===== config.mk =====
export PLATFORM = sky130hd
export DESIGN_NAME = riscy_mem_arbiter
export DESIGN_NICKNAME = d
export VERILOG_FILES = /design/src/rtl/riscy_mem_pkg.sv /design/src/rtl/riscy_src_fifo.sv /design/src/rtl/riscy_mem_arbiter.sv
export SDC_FILE = /design/constraint.sdc
export NUM_CORES = 1
export LEC_CHECK = 0
export BUFFER_PORTS_ARGS = -buffer_cell sky130_fd_sc_hd__buf_2
export CORE_AREA = 2 2 108 110
export DETAILED_ROUTE_END_ITERATION = 16
export DIE_AREA = 0 0 110 112
export GPL_TIMING_DRIVEN = 1
export HOLD_SLACK_MARGIN = 0.08
export PLACE_DENSITY = 0.61
export REMOVE_ABC_BUFFERS = 1
export SLEW_MARGIN = 20
export SYNTH_ARGS = -nofsm -noshare
export SYNTH_HDL_FRONTEND = slang
export SYNTH_SLANG_ARGS = --single-unit

===== constraint.sdc =====
create_clock -name clk_i -period 2.1 [get_ports clk_i]
set_clock_uncertainty 0.05 [all_clocks]
set_input_delay 0.21 -clock clk_i [delete_from_list [all_inputs] [get_ports clk_i]]
set_output_delay 0.21 -clock clk_i [all_outputs]
set_load 0.005 [all_outputs]

===== src/rtl/riscy_mem_pkg.sv =====
// rtl/riscy_mem_pkg.sv - shared types and constants for the RISCY memory-port arbiter
//
// Purpose : source identifier type, the width helper for the outstanding
//           counter, and the fixed fields an instruction fetch presents to memory.
// Ports   : none (package)
package riscy_mem_pkg;

    typedef enum logic {
        SRC_INSTR = 1'b0,
        SRC_DATA  = 1'b1
    } src_e;

    // Fetches are always full-word reads.
    localparam logic [3:0] INSTR_BE    = 4'hF;
    // Replicated to the data bus width where used.
    localparam logic       INSTR_WDATA = 1'b0;

    // The counter must be able to hold the value "depth" itself.
    function automatic int unsigned cnt_width(input int unsigned depth);
        return $clog2(depth + 1);
    endfunction

endpackage


===== src/rtl/riscy_src_fifo.sv =====
// rtl/riscy_src_fifo.sv - in-order FIFO of source IDs for outstanding memory transactions
//
// Purpose : remembers which port issued each granted transaction so the
//           in-order responses can be steered back to it.
// Ports   : clk_i, rst_ni        clock, asynchronous active-low reset
//           push_i, push_src_i   enqueue a source ID (ignored when full)
//           pop_i                dequeue the head (ignored when empty)
//           head_o               oldest outstanding source
//           full_o, empty_o      occupancy flags
//           count_o              number of entries held
module riscy_src_fifo
    import riscy_mem_pkg::*;
#(
    parameter  int unsigned DEPTH = 2,
    localparam int unsigned CW    = cnt_width(DEPTH)
) (
    input  logic          clk_i,
    input  logic          rst_ni,
    input  logic          push_i,
    input  src_e          push_src_i,
    input  logic          pop_i,
    output src_e          head_o,
    output logic          full_o,
    output logic          empty_o,
    output logic [CW-1:0] count_o
);

    localparam int unsigned PW = (DEPTH > 1) ? $clog2(DEPTH) : 1;

    src_e          mem_q [DEPTH];
    logic [PW-1:0] rd_q, rd_d;
    logic [PW-1:0] wr_q, wr_d;
    logic [CW-1:0] cnt_q, cnt_d;
    logic          do_push, do_pop;

    // Pointers wrap at DEPTH, which need not be a power of two.
    function automatic logic [PW-1:0] ptr_inc(input logic [PW-1:0] p);
        return (p == PW'(DEPTH - 1)) ? '0 : p + PW'(1);
    endfunction

    assign full_o  = (cnt_q == CW'(DEPTH));
    assign empty_o = (cnt_q == '0);
    assign count_o = cnt_q;
    assign head_o  = mem_q[rd_q];

    // No full bypass: a pop frees a slot for the following cycle only.
    assign do_push = push_i && !full_o;
    assign do_pop  = pop_i && !empty_o;

    always_comb begin
        rd_d  = do_pop  ? ptr_inc(rd_q) : rd_q;
        wr_d  = do_push ? ptr_inc(wr_q) : wr_q;
        cnt_d = cnt_q;
        if (do_push && !do_pop) begin
            cnt_d = cnt_q + CW'(1);
        end else if (do_pop && !do_push) begin
            cnt_d = cnt_q - CW'(1);
        end
    end

    always_ff @(posedge clk_i or negedge rst_ni) begin
        if (!rst_ni) begin
            rd_q  <= '0;
            wr_q  <= '0;
            cnt_q <= '0;
            for (int i = 0; i < int'(DEPTH); i++) begin
                mem_q[i] <= SRC_INSTR;
            end
        end else begin
            rd_q  <= rd_d;
            wr_q  <= wr_d;
            cnt_q <= cnt_d;
            if (do_push) begin
                mem_q[wr_q] <= push_src_i;
            end
        end
    end

endmodule


===== src/rtl/riscy_mem_arbiter.sv =====
// rtl/riscy_mem_arbiter.sv - round-robin sharing of one memory port between fetch and data
//
// Purpose : combinational request muxing with lock-until-grant, and response
//           steering through a source-ID FIFO.
// Ports   : clk_i, rst_ni                      clock, asynchronous active-low reset
//           instr_req/addr_i, instr_gnt/rvalid/rdata_o      fetch port
//           data_req/we/be/addr/wdata_i, data_gnt/rvalid/rdata_o  load/store port
//           mem_req/we/be/addr/wdata_o, mem_gnt/rvalid/rdata_i    shared memory port
//           busy_o                              transactions outstanding
//           err_o                               sticky: response with nothing outstanding
module riscy_mem_arbiter
    import riscy_mem_pkg::*;
#(
    parameter int unsigned ADDR_WIDTH      = 32,
    parameter int unsigned DATA_WIDTH      = 32,
    parameter int unsigned MAX_OUTSTANDING = 2
) (
    input  logic                  clk_i,
    input  logic                  rst_ni,
    input  logic                  instr_req_i,
    input  logic [ADDR_WIDTH-1:0] instr_addr_i,
    output logic                  instr_gnt_o,
    output logic                  instr_rvalid_o,
    output logic [DATA_WIDTH-1:0] instr_rdata_o,
    input  logic                  data_req_i,
    input  logic                  data_we_i,
    input  logic [3:0]            data_be_i,
    input  logic [ADDR_WIDTH-1:0] data_addr_i,
    input  logic [DATA_WIDTH-1:0] data_wdata_i,
    output logic                  data_gnt_o,
    output logic                  data_rvalid_o,
    output logic [DATA_WIDTH-1:0] data_rdata_o,
    output logic                  mem_req_o,
    output logic                  mem_we_o,
    output logic [3:0]            mem_be_o,
    output logic [ADDR_WIDTH-1:0] mem_addr_o,
    output logic [DATA_WIDTH-1:0] mem_wdata_o,
    input  logic                  mem_gnt_i,
    input  logic                  mem_rvalid_i,
    input  logic [DATA_WIDTH-1:0] mem_rdata_i,
    output logic                  busy_o,
    output logic                  err_o
);

    localparam int unsigned CW = cnt_width(MAX_OUTSTANDING);

    src_e          last_q, last_d;
    src_e          lock_src_q, lock_src_d;
    logic          lock_q, lock_d;
    logic          err_q, err_d;

    logic          win_valid;
    src_e          win_src;
    logic          win_req;
    logic          grant;
    logic          pop;

    src_e          fifo_head;
    logic          fifo_full;
    logic          fifo_empty;
    logic [CW-1:0] fifo_count;

    // A pending (locked) request keeps the port until memory accepts it, so
    // the address seen by memory cannot change underneath it.
    always_comb begin
        win_valid = 1'b0;
        win_src   = SRC_INSTR;
        if (lock_q) begin
            win_valid = 1'b1;
            win_src   = lock_src_q;
        end else if (instr_req_i && data_req_i) begin
            win_valid = 1'b1;
            win_src   = (last_q == SRC_INSTR) ? SRC_DATA : SRC_INSTR;
        end else if (data_req_i) begin
            win_valid = 1'b1;
            win_src   = SRC_DATA;
        end else if (instr_req_i) begin
            win_valid = 1'b1;
            win_src   = SRC_INSTR;
        end
    end

    assign win_req   = win_valid && ((win_src == SRC_DATA) ? data_req_i : instr_req_i);
    assign mem_req_o = win_req && !fifo_full;
    assign grant     = mem_req_o && mem_gnt_i;

    always_comb begin
        mem_we_o    = 1'b0;
        mem_be_o    = 4'h0;
        mem_addr_o  = '0;
        mem_wdata_o = '0;
        if (win_valid) begin
            if (win_src == SRC_DATA) begin
                mem_we_o    = data_we_i;
                mem_be_o    = data_be_i;
                mem_addr_o  = data_addr_i;
                mem_wdata_o = data_wdata_i;
            end else begin
                mem_be_o    = INSTR_BE;
                mem_addr_o  = instr_addr_i;
                mem_wdata_o = {DATA_WIDTH{INSTR_WDATA}};
            end
        end
    end

    assign instr_gnt_o = grant && (win_src == SRC_INSTR);
    assign data_gnt_o  = grant && (win_src == SRC_DATA);

    // Memory answers at least one cycle after the grant, so a pop never
    // targets the entry being pushed in the same cycle.
    assign pop            = mem_rvalid_i && !fifo_empty;
    assign instr_rvalid_o = pop && (fifo_head == SRC_INSTR);
    assign data_rvalid_o  = pop && (fifo_head == SRC_DATA);
    assign instr_rdata_o  = mem_rdata_i;
    assign data_rdata_o   = mem_rdata_i;

    assign busy_o = (fifo_count != '0);
    assign err_o  = err_q;

    // While full, mem_req_o is low, so neither branch fires and the lock holds.
    always_comb begin
        last_d     = last_q;
        lock_d     = lock_q;
        lock_src_d = lock_src_q;
        err_d      = err_q || (mem_rvalid_i && fifo_empty);
        if (mem_req_o && !mem_gnt_i) begin
            lock_d     = 1'b1;
            lock_src_d = win_src;
        end
        if (grant) begin
            lock_d = 1'b0;
            last_d = win_src;
        end
    end

    always_ff @(posedge clk_i or negedge rst_ni) begin
        if (!rst_ni) begin
            last_q     <= SRC_INSTR;
            lock_q     <= 1'b0;
            lock_src_q <= SRC_INSTR;
            err_q      <= 1'b0;
        end else begin
            last_q     <= last_d;
            lock_q     <= lock_d;
            lock_src_q <= lock_src_d;
            err_q      <= err_d;
        end
    end

    riscy_src_fifo #(
        .DEPTH (MAX_OUTSTANDING)
    ) u_src_fifo (
        .clk_i      (clk_i),
        .rst_ni     (rst_ni),
        .push_i     (grant),
        .push_src_i (win_src),
        .pop_i      (pop),
        .head_o     (fifo_head),
        .full_o     (fifo_full),
        .empty_o    (fifo_empty),
        .count_o    (fifo_count)
    );

endmodule


==> metrics.md, run 1 <==
| Metric | Value |
|---|---|
| WP data required | 1.84 ns |
| Initial Util | 15.6% |
| CTS root buffer | clkbuf_16 |
| DP Area | 2350 sq um |
| Row Count | 39 |
| Worst Path Max Fanout | 31 |
| Crit-path slowest cell | dfrtp_1 |
| Final Instance Count excl. Fillers | 529 |
| Worst vdd ir | 0.703 mV |
| Crit path launch type | register |
| Share of cells above drive strength 1 | 53.1% |
| Outcome | finished clean |
| Fmax | 0.518 GHz |
| Hold path depth | 2 |
| Synth cell types | 30 |
| WP data arrival | 1.67 ns |
| CTS tree | done |
| Post-DP HPWL | 10900 microns |
| Post-synthesis sequential area ratio | 14.3% |
| 1st-pass router iterations | 4 |
| Slew headroom | 81.8% |
| Routed WL | 12100 microns |
| Design Power | 2900 uW |
| Min-Delay Path Class | in -> reg |
| Top delay family on crit path | flip-flops |
| CTS H-tree depth | 1 |
| R2r worst-path depth | 7 |
| Worst setup margin | 0.169 ns |
| Final hold violations | 0 |
| Post-Place Cells | 514 |
| Grt total ovfl | 0 |
| RSZ-0062 raised after global routing | no |
| Initial antenna violation count | 7 |
| Worst path buffer plus inverter count | 2 |
| Total CTS buffers | 3 |
| Final worst path period need | 1.93 ns |
| Cell depth of the worst setup path | 5 |
| Detail Route Antenna Nets | 0 |
| Via count of the first global-routing pass | 1925 |
| YS warnings | 0 |
| IO Port Bufs | 182 |
| Design area | 2480 sq um |
| Syn avg cell area | 6.66 sq um |
| Pins Over Slew Limit | 0 |
| Ports | 279 |
| Critical path, cell by cell | nor2b_1 > a22o_4 > buf_12 > and2_1 > buf_2 |
| Post-layout util | 22.2% |
| Die width | 110 microns |
| Core region area | 11200 sq um |
| #FFs+latches synth | 10 |
| DRC viols | 0 |
| Worst-Skew Late Latency | 0.23 ns |
| Worst slack, placed | 0.282 ns |
| Critical path's largest stage delay | 0.43 ns |
| Initial DRC count | 68 |
| Leak Pwr | 0.00147 uW |
| Area grow syn2layout | 42.2% |
| Pin count of the biggest net entering global routing | 32 |
| Power per cell area | 1170 nW/um^2 |
| Global-route wire length before repair | 15300 microns |
| Die ar. | 12300 sq um |
| Die height | 112 microns |
| Number of synthesized flops with an enable pin | 0 |
| GRT Util Overall | 18.5% |
| Via/cell ratio | 3.97 |
| Via count | 2102 |
| Max Root-Sink Buffers | 2 |
| Clk sinks | 10 |
| Cell area after synthesis | 1750 sq um |
| Syn Inst Count | 262 |
| Clock Pin Slew Worst Setup and Hold Paths | 0.04 ns |
| Max-cap violation count | 0 |
| WL per Instance | 22.8 microns |
| Crit path kind | reg -> out |
| Setup Viol. Count Final | 0 |
| Gpl congestion | 0.862 |
| Top FF cell, synth | dfrtp_1 |
| Slew @ Worst Pin | 0.273 ns |
| Crit end category | primary output |
| Synth async-reset ratio | 100% |
| Final Cycle Share | 92.0% |
| Nets | 519 |
## synth_stat cells, types with 2 or more instances
cell type / instances / area share, %
a21oi_1: 3 / 0.86
a31oi_1: 2 / 0.72
and2_1: 33 / 12
buf_2: 3 / 0.86
buf_4: 69 / 30
buf_6: 4 / 2.6
clkbuf_1: 3 / 0.65
dfrtp_1: 10 / 14
inv_1: 3 / 0.65
nand2_1: 67 / 14
nand3_1: 32 / 9.2
nor2_1: 9 / 1.9
o21a_1: 4 / 1.7
xnor2_1: 3 / 1.5
xor2_1: 2 / 1.0
## state kept, by name, indices dropped and copies added (netlist names)
register / flops
u_src_fifo.mem_q: 2
err_o: 1
last_q: 1
u_src_fifo.count_o: 2
lock_q: 1
u_src_fifo.rd_q: 1
u_src_fifo.wr_q: 1
lock_src_q: 1
## per-stage QoR
step	hold WS, ns	setup TNS [ns]
finish	0.153	0
global route	0.161	0
CTS	0.159	0
detailed placement	0.0354	0
global placement	0.0380	0
floorplan	-0.136	-14.06
## final timing paths
path	to	start	slack, ns
max	mem_wdata_o[30]	lock_q$_DFFE_PN0P_	0.17
min	err_o$_DFF_PN0_	mem_rvalid_i	0.15
max reg2reg	u_src_fifo.count_o[1]$_DFFE_PN0P_	lock_src_q$_DFFE_PN0P_	0.27
min reg2reg	err_o$_DFF_PN0_	err_o$_DFF_PN0_	0.40
max in group asynchronous	u_src_fifo.count_o[0]$_DFFE_PN0P_	rst_ni	1.49
min in group asynchronous	lock_q$_DFFE_PN0P_	rst_ni	0.32
## layout by cell type, fill, tap and decap left out, drive strengths merged
| cell type | synthesis | routed |
|---|---|---|
| nor2b | 1 | 1 |
| a22o | 1 | 1 |
| o21a | 4 | 4 |
| nand2 | 67 | 67 |
| or3 | 1 | 1 |
| nand3 | 32 | 32 |
| diode | 0 | 9 |
| buf | 76 | 190 |
| clkbuf | 3 | 3 |
| ha | 1 | 1 |
| nand2b | 1 | 1 |
| a31oi | 2 | 2 |
| xor2 | 2 | 2 |
| and2 | 33 | 33 |
| mux2 | 2 | 2 |
| o2111ai | 1 | 1 |
| inv | 4 | 4 |
| or2 | 1 | 1 |
| and3 | 1 | 1 |
| a22oi | 1 | 1 |
| nor2 | 9 | 9 |
| xnor2 | 3 | 3 |
| dfrtp | 10 | 10 |
| dlygate4sd3 | 0 | 1 |
| mux2i | 1 | 1 |
| a21o | 1 | 1 |
| a21oi | 3 | 3 |
| nor3 | 1 | 1 |
## routing by layer
layer	vias up	part of all wire [%]	global-route usage [%]	wire length [microns]
met1	887	37	20.3	4520
li1	1008	-	-	-
met5	-	0.99	5.88	120
met2	190	40	26.7	4810
met3	11	21	17.4	2600
met4	6	0.24	1.69	29
## layout make-up
cell class                      count  area (sq um)
Fill cell                        1298          8690
Timing Repair Buffer              191          1030
Multi-Input combinational cell    169           907
Sequential cell                    10           250
Tap cell                          143           179
Clock buffer                        3          75.1
Antenna cell                        9          22.5
Inverter                            4          17.5
## where the power goes
part | internal [uW] | switching [uW] | total, uW
logic | 1100 | 1110 | 2210
clock network | 246 | 82.5 | 329
registers | 286 | 84.1 | 370
total | 1630 | 1280 | 2900
## repair_timing
item | in CTS | in global routing
endpoints found under the hold margin | 10 | 0
gates resized for setup | 0 | 2
hold buffers | 1 | 0
setup buffers | 0 | 2
setup endpoints to repair | 0 | 52
## kinds of logic after synthesis
group | after synthesis | synth area share [%]
fa+ha+maj | 1 | 0.717
mux | 3 | 2.08
flops | 10 | 14.3
compound gates | 13 | 6.17
simple gates | 147 | 39.4
xor+xnor | 5 | 2.51
buf+inv | 83 | 34.8
Power figures use the tool's default switching activity.
==> run 2, diff against run 1 <==
--- a/config.mk
+++ b/config.mk
@@ -5,13 +5,14 @@
 export SDC_FILE = /design/constraint.sdc
 export NUM_CORES = 1
 export LEC_CHECK = 0
+export ABC_AREA = 1
 export BUFFER_PORTS_ARGS = -buffer_cell sky130_fd_sc_hd__buf_2
-export CORE_AREA = 2 2 108 110
+export CORE_AREA = 2 2 110 112
 export DETAILED_ROUTE_END_ITERATION = 16
-export DIE_AREA = 0 0 110 112
+export DIE_AREA = 0 0 112 114
 export GPL_TIMING_DRIVEN = 1
 export HOLD_SLACK_MARGIN = 0.08
-export PLACE_DENSITY = 0.61
+export PLACE_DENSITY = 0.6
 export REMOVE_ABC_BUFFERS = 1
 export SLEW_MARGIN = 20
 export SYNTH_ARGS = -nofsm -noshare
==> constraint.sdc (replaced) <==
create_clock -name clk_i -period 1.7 [get_ports clk_i]
set_clock_uncertainty 0.05 [all_clocks]
set_input_delay 0.17 -clock clk_i [delete_from_list [all_inputs] [get_ports clk_i]]
set_output_delay 0.17 -clock clk_i [all_outputs]
set_load 0.005 [all_outputs]
==> run 2 against run 1 <==
  * Global-route usage increased by 0.52 points
  * Die area increased by 3.6%
  * Non-clock buffer count increased by 15
  * Register-to-register slack got worse by 0.24 ns
  * Wire length increased by 9.4%
  * The flow now finishes with violations (negative setup slack)
  * Sequential share of layout area decreased by 1.5 points
  * Largest cell class unchanged
  * Sequential power increased by 20%
  * Via count increased by 17%
  * Area after synthesis increased by 2.4%
  * Combinational power increased by 74%
  * Critical path type unchanged
  * Power increased by 64%
==> metrics.md, run 2 <==
| Metric | Value |
|---|---|
| Outcome | finished, violations left |
| Failing checks | negative setup slack |
| CTS root buffer | clkbuf_16 |
| Net Sw Frac | 47.2% (+3.2 points) |
| Max-cap violation count | 0 (unchanged) |
| Worst-Skew Late Latency | 0.24 ns (about the same) |
| Post-synth top cells | nand2_1, buf_4, nor2_1 |
| Crit end category | primary output |
| GRT Util Overall | 19.1% (+0.52 points) |
| Routed WL | 13200 microns (+9.4%) |
| YS warnings | 0 (unchanged) |
| Flop2flop setup slack | 0.03 ns (-0.24 ns) |
| 1st-pass router iterations | 4 (unchanged) |
| #FFs+latches synth | 10 (unchanged) |
| Ports | 279 (unchanged) |
| Syn avg cell area | 5.73 sq um (-14%) |
| Inserted Diodes | 0 (-9) |
| Syn Inst Count | 312 (+19%) |
| Die width | 112 microns (+1.8%) |
| Comb pwr share | 80.8% (+4.9 points) |
| Commonest non-fill, non-tap cell in the layout | buf_2 |
| Detail Route Antenna Nets | 0 (unchanged) |
| Slew @ Worst Pin | 0.219 ns (-0.0540 ns) |
| Cell area after synthesis | 1790 sq um (+2.4%) |
| Share of cells above drive strength 1 | 60.0% (+6.9 points) |
| P_sw | 2250 uW (+76%) |
| Worst Path Max Fanout | 5 (-84%) |
| Die height | 114 microns (+1.8%) |
| Most frequent cells in the layout | buf_2, nand2_1, inv_1, a21oi_1, nor2_1 |
| CTS H-tree depth | 1 (unchanged) |
| Crit. Startpoint | lock_q$_DFFE_PN0P_ |
| WP data required | 1.48 ns (-0.36 ns) |
| Worst setup margin | -0.0512 ns (-0.220 ns) |
| WL per Instance | 22.3 microns (-2.2%) |
| Worst vdd ir | 0.439 mV (-38%) |
| Slew headroom | 85.3% (+3.4 points) |
| Post-layout util | 25.1% (+2.9 points) |
| Initial DRC count | 122 (+79%) |
| Global-route wire length before repair | 17100 microns (+12%) |
| R2r worst-path depth | 9 (+2) |
| Multi-input combinational cell area | 1000 sq um (+11%) |
| Pin count of the biggest net entering global routing | 24 (-25%) |
| Crit path launch type | register |
| Number of synthesized flops with an enable pin | 0 (unchanged) |
| Leak Pwr | 0.00175 uW (+18%) |
| Via count of the first global-routing pass | 2373 (+23%) |
| Final hold violations | 0 (unchanged) |
| Final Cycle Share | 103% |
| Clock Pin Slew Worst Setup and Hold Paths | 0.04 ns (about the same) |
| Max Root-Sink Buffers | 2 (unchanged) |
| Pins Over Slew Limit | 0 (unchanged) |
| # fillers | 1353 (+4.2%) |
| Row Count | 40 (+2.6%) |
| Min-Delay Path Class | in -> reg |
| Nets | 586 (+13%) |
| FF+latch area | 251 sq um (+0.50%) |
| Initial antenna violation count | 0 (-7) |
| Die ar. | 12800 sq um (+3.6%) |
| Fmax | 0.571 GHz |
| Via/cell ratio | 4.14 (+4.2%) |
| Worst slack, placed | 0.0536 ns (-0.228 ns) |
| Post-synthesis sequential area ratio | 14.0% (-0.34 points) |
| Main area contributors after synthesis | buf_4, nand2_1, dfrtp_1 |
| Clk sinks | 10 (unchanged) |
| Total CTS buffers | 3 (unchanged) |
| R2R Path End | u_src_fifo.count_o[1]$_DFFE_PN0P_ |
| Share of the synthesized area in the top cell type | 28.6% (-1.1 points) |
| Clk pwr share | 9.9% (-1.4 points) |
| WP data arrival | 1.53 ns (-0.14 ns) |
| Power per cell area | 1620 nW/um^2 (+38%) |
| Core region area | 11700 sq um (+4.8%) |
| Most numerous cell in the Yosys netlist | nand2_1 |
| Final worst path period need | 1.75 ns |
| Crit path kind | reg -> out |
| Post-DP HPWL | 11400 microns (+4.6%) |
| RSZ-0062 raised after global routing | yes |
| Cell taking the most area after synthesis | buf_4 |
| Grt total ovfl | 0 (unchanged) |
| CTS tree | done |
| Via count | 2452 (+17%) |
| Setup Viol. Count Final | 39 (+39) |
| Synth cell types | 20 (-33%) |
| Area grow syn2layout | 64.7% |
| Crit path to | mem_be_o[1] |
| Internal power | 2510 uW (+54%) |
| Top FF cell, synth | dfrtp_1 |
| Synth async-reset ratio | 100% (unchanged) |
| IO Port Bufs | 182 (unchanged) |
| Sequential Power Share | 9.3% (-3.4 points) |
| DRC viols | 0 (unchanged) |
| Gpl congestion | 0.971 (+13%) |
| Reg2reg start | lock_q$_DFFE_PN0P_ |
| Initial Util | 15.3% (-0.35 points) |
[run 2: changes by cell type after synthesis, moves of 12 or more]
cell and delta:
inv_1 +40, nor2_1 +38, and2_1 -33, a21oi_1 +31, nand3_1 -27, nand2_1 +12
[run 2: how the worst min path moves through the flow]
| stage | start | to | cells after the start |
|---|---|---|---|
| after detailed placement | rst_ni | u_src_fifo.count_o[1]$_DFFE_PN0P_ | 1 |
| after global routing | mem_rvalid_i | err_o$_DFF_PN0_ | 2 |
| final | mem_rvalid_i | err_o$_DFF_PN0_ | 2 |
| after floorplan | rst_ni | err_o$_DFF_PN0_ | 0 |
| after CTS | mem_rvalid_i | err_o$_DFF_PN0_ | 2 |
| after global placement | rst_ni | u_src_fifo.count_o[1]$_DFFE_PN0P_ | 1 |
[run 2: kinds of logic (layout without fill, tap and decap cells)]
family	count (synthesis)	in the layout	share of synthesized area [%]
simple gates	137	137	30.4
buf+inv	123	256	42.5
compound gates	38	38	10.8
flops	10	10	14.0
xor+xnor	3	3	1.47
fa+ha+maj	1	1	0.700
[run 2: worst max-delay path, cell delays in order (launching register included)]
cell        delay [ns]
dfrtp_2           0.43
inv_2             0.09
nand3_4           0.10
nand2_8           0.13
buf_6             0.12
clkinvlp_4        0.13
nor2_1            0.11
nor2_1            0.05
buf_2             0.13
[run 2: final cells by class]
class | count | share of cell area, %
multi-input combinational | 179 | 34.1
tap | 147 | 6.25
sequential | 10 | 8.54
timing repair buffer | 206 | 41.7
clock buffer | 4 | 3.02
timing repair inverter | 1 | 0.255
inverter | 45 | 6.16
[run 2: per-stage QoR]
step / total power [uW] / hold slack (ns) / TNS [ns] / area (sq um) / cells
4_1_cts: 4210 / 0.146 / -0.743 / 2670 / 589
6_report: 4760 / 0.147 / -0.797 / 2940 / 592
2_1_floorplan: 1760 / -0.176 / -34.92 / 1200 / 234
5_1_grt: 5180 / 0.143 / -6.49 / 2940 / 592
3_3_place_gp: 3330 / -0.00520 / 0 / 2430 / 579
3_5_place_dp: 3330 / -0.00474 / 0 / 2430 / 579
[run 2: power groups by stage]
| stage | registers [uW] | logic (uW) | clock network (uW) |
|---|---|---|---|
| 2_1_floorplan | 406 | 1360 | 0 |
| 3_3_place_gp | 423 | 2910 | 0 |
| 3_5_place_dp | 424 | 2910 | 0 |
| 4_1_cts | 428 | 3310 | 479 |
| 5_1_grt | 459 | 4230 | 492 |
| 6_report | 445 | 3840 | 471 |
[run 2: what timing repair did]
action                     CTS  global route
hold buffers                 1             0
setup buffers                3             1
cloned                       2             2
gates resized for setup     25            64
setup endpoints to repair   50            74
hold endpoints to repair    10             0
pin swaps                    8             6
[run 2: routing by layer]
layer | part of all wire (%) | vias to the layer above | global-route usage [%]
li1 | - | 1134 | -
met3 | 19 | 16 | 15.9
met1 | 35 | 1085 | 18.5
met4 | 1.6 | 2 | 3.25
met2 | 45 | 215 | 31.4
met5 | 0.48 | - | 5.49
==> run 3, diff against run 2 <==
==> constraint.sdc (replaced) <==
create_clock -name clk_i -period 1.7 [get_ports clk_i]
set_clock_uncertainty 0.05 [all_clocks]
set_input_delay 0.34 -clock clk_i [delete_from_list [all_inputs] [get_ports clk_i]]
set_output_delay 0.34 -clock clk_i [all_outputs]
set_load 0.005 [all_outputs]
==> run 3 against run 2 <==
  * The run still ends with negative setup slack left
  * Flip-flop and latch count did not move
  * Setup slack worse by 0.20 ns
  * Highest routed layer unchanged
  * Cell count up 1.5%
  * Sequential power up 0.9%
  * Largest cell class unchanged
  * Fmax decreased by 10%
  * Combinational power rose by 16%
  * Worst hold slack improved by 0.17 ns
  * Final area up 8.5%
  * Wire length up 2.9%
  * Clock power decreased by 2%
  * Non-clock buffer count rose by 10
  * First-iteration DRC count down 30%
==> metrics.md, run 3 (synthesized netlist as in run 2, its figures left out) <==
| Metric | Value |
|---|---|
| Outcome | finished, violations left |
| Failing checks | negative setup slack |
| IO Port Bufs | 182 (unchanged) |
| Max Root-Sink Buffers | 2 (unchanged) |
| Share of cells above drive strength 1 | 67.2% (+7.2 points) |
| Ports | 279 (unchanged) |
| Via/cell ratio | 4.27 (+3.0%) |
| WHS | 0.322 ns (+0.174 ns) |
| Global-route wire length before repair | 17900 microns (+4.9%) |
| Worst-Skew Late Latency | 0.24 ns (about the same) |
| Grt total ovfl | 0 (unchanged) |
| Total CTS buffers | 3 (unchanged) |
| Gpl congestion | 0.947 (-2.4%) |
| Worst vdd ir | 0.572 mV (+30%) |
| Worst setup margin | -0.249 ns (-0.198 ns) |
| Setup Viol. Count Final | 74 (+90%) |
| CTS tree | done |
| Commonest non-fill, non-tap cell in the layout | buf_2 |
| WP data arrival | 1.56 ns (+0.03 ns) |
| 1st-pass router iterations | 4 (unchanged) |
| Pin count of the biggest net entering global routing | 37 (+54%) |
| Clk sinks | 10 (unchanged) |
| Die ar. | 12800 sq um (unchanged) |
| Max-cap violation count | 0 (unchanged) |
| Clock Pin Slew Worst Setup and Hold Paths | 0.04 ns (about the same) |
| Via count | 2564 (+4.6%) |
| RSZ-0062 raised after global routing | yes |
| Min-Delay Path Class | in -> reg |
| Area grow syn2layout | 78.6% |
| Inserted Diodes | 0 (unchanged) |
| Initial Util | 15.3% (unchanged) |
| Pins Over Slew Limit | 0 (unchanged) |
| Fmax | 0.513 GHz (-10%) |
| Final Cycle Share | 115% (+12 points) |
| WL per Instance | 22.6 microns (+1.3%) |
| Via count of the first global-routing pass | 2516 (+6.0%) |
| Row Count | 40 (unchanged) |
| Slew headroom | 83.7% (-1.6 points) |
| Initial antenna violation count | 0 (unchanged) |
| Final hold violations | 0 (unchanged) |
| DRC viols | 0 (unchanged) |
| Initial DRC count | 85 (-30%) |
| Setup TNS Final | -12.83 ns (-12.03 ns) |
| CTS root buffer | clkbuf_16 |
| Worst Path Max Fanout | 14 (+9) |
| Nets | 595 (+1.5%) |
| Power per cell area | 1680 nW/um^2 (+3.8%) |
| Slew @ Worst Pin | 0.245 ns (+0.0260 ns) |
| Die width | 112 microns (unchanged) |
| Crit path launch type | register |
| Crit end category | primary output |
| Leak Pwr | 0.00183 uW (+4.8%) |
| GRT Util Overall | 19.8% (+0.76 points) |
| Final worst path period need | 1.95 ns (+0.198 ns) |
| Post-DP HPWL | 11200 microns (-1.4%) |
| Routed WL | 13600 microns (+2.9%) |
| Detail Route Antenna Nets | 0 (unchanged) |
| # fillers | 1332 (-1.6%) |
| Die height | 114 microns (unchanged) |
| Crit path kind | reg -> out |
| Core region area | 11700 sq um (unchanged) |
| Most frequent cells in the layout | buf_2, nand2_1, inv_1, a21oi_2, buf_4 |
| CTS H-tree depth | 1 (unchanged) |
| WP data required | 1.31 ns (-0.17 ns) |
-- run 3: metrics by stage --
stage               total power (uW)  area (sq um)  std cells  setup slack (ns)  utilization, %
floorplan                       1760          1200        234            -0.742               -
global placement                3440          2490        584            -0.167            21.3
detailed placement              3450          2490        584            -0.159            21.3
CTS                             4870          2950        598            -0.233            25.2
global route                    5780          3190        601            -0.348            27.3
finish                          5360          3190        601            -0.249            27.3
-- run 3: area by class of cell --
cell class,count,area [sq um],share of cell area (%)
clock buffer,4,88.8,2.78
inverter,45,185,5.80
multi-input combinational,179,1130,35.5
sequential,10,251,7.88
tap,147,184,5.76
timing repair buffer,216,1350,42.3
-- run 3: timing repair --
action | in CTS | in global routing
endpoints found under the hold margin | 10 | 0
hold buffers | 1 | 0
gates resized for setup | 66 | 60
endpoints found under the setup margin | 74 | 75
gates cloned | 3 | 4
setup buffers | 6 | 1
pin swaps | 6 | 12
-- run 3: critical path, cell delays in order, from the launching register on --
cell     delay, ns
dfrtp_2       0.43
inv_2         0.09
nand3_4       0.11
nand2_8       0.14
buf_12        0.16
nand2_1       0.07
a21oi_2       0.16
buf_2         0.15
-- run 3: where the power goes --
part / switching [uW] / leakage, uW / internal, uW
combinational: 2300 / 0.00167 / 2150
sequential: 92.3 / 0.000118 / 356
clock: 108 / 0.0000442 / 353
total: 2500 / 0.00183 / 2860
-- run 3: routing by layer --
layer / track usage (%) / share of wire (%) / vias up
met5: 5.88 / 0.69 / -
met4: 3.66 / 1.9 / 2
met3: 15.1 / 17 / 13
met2: 32.7 / 46 / 218
met1: 20.0 / 34 / 1174
li1: - / - / 1157
-- run 3: final timing paths --
check	from	to	slack [ns]	cells after the start
max	lock_q$_DFFE_PN0P_	mem_addr_o[17]	-0.25	7
min	mem_rvalid_i	err_o$_DFF_PN0_	0.32	2
max reg2reg	lock_q$_DFFE_PN0P_	u_src_fifo.count_o[1]$_DFFE_PN0P_	-0.12	10
min reg2reg	err_o$_DFF_PN0_	err_o$_DFF_PN0_	0.42	1
max in group asynchronous	rst_ni	lock_q$_DFFE_PN0P_	0.94	2
min in group asynchronous	rst_ni	last_q$_DFFE_PN0P_	0.45	2
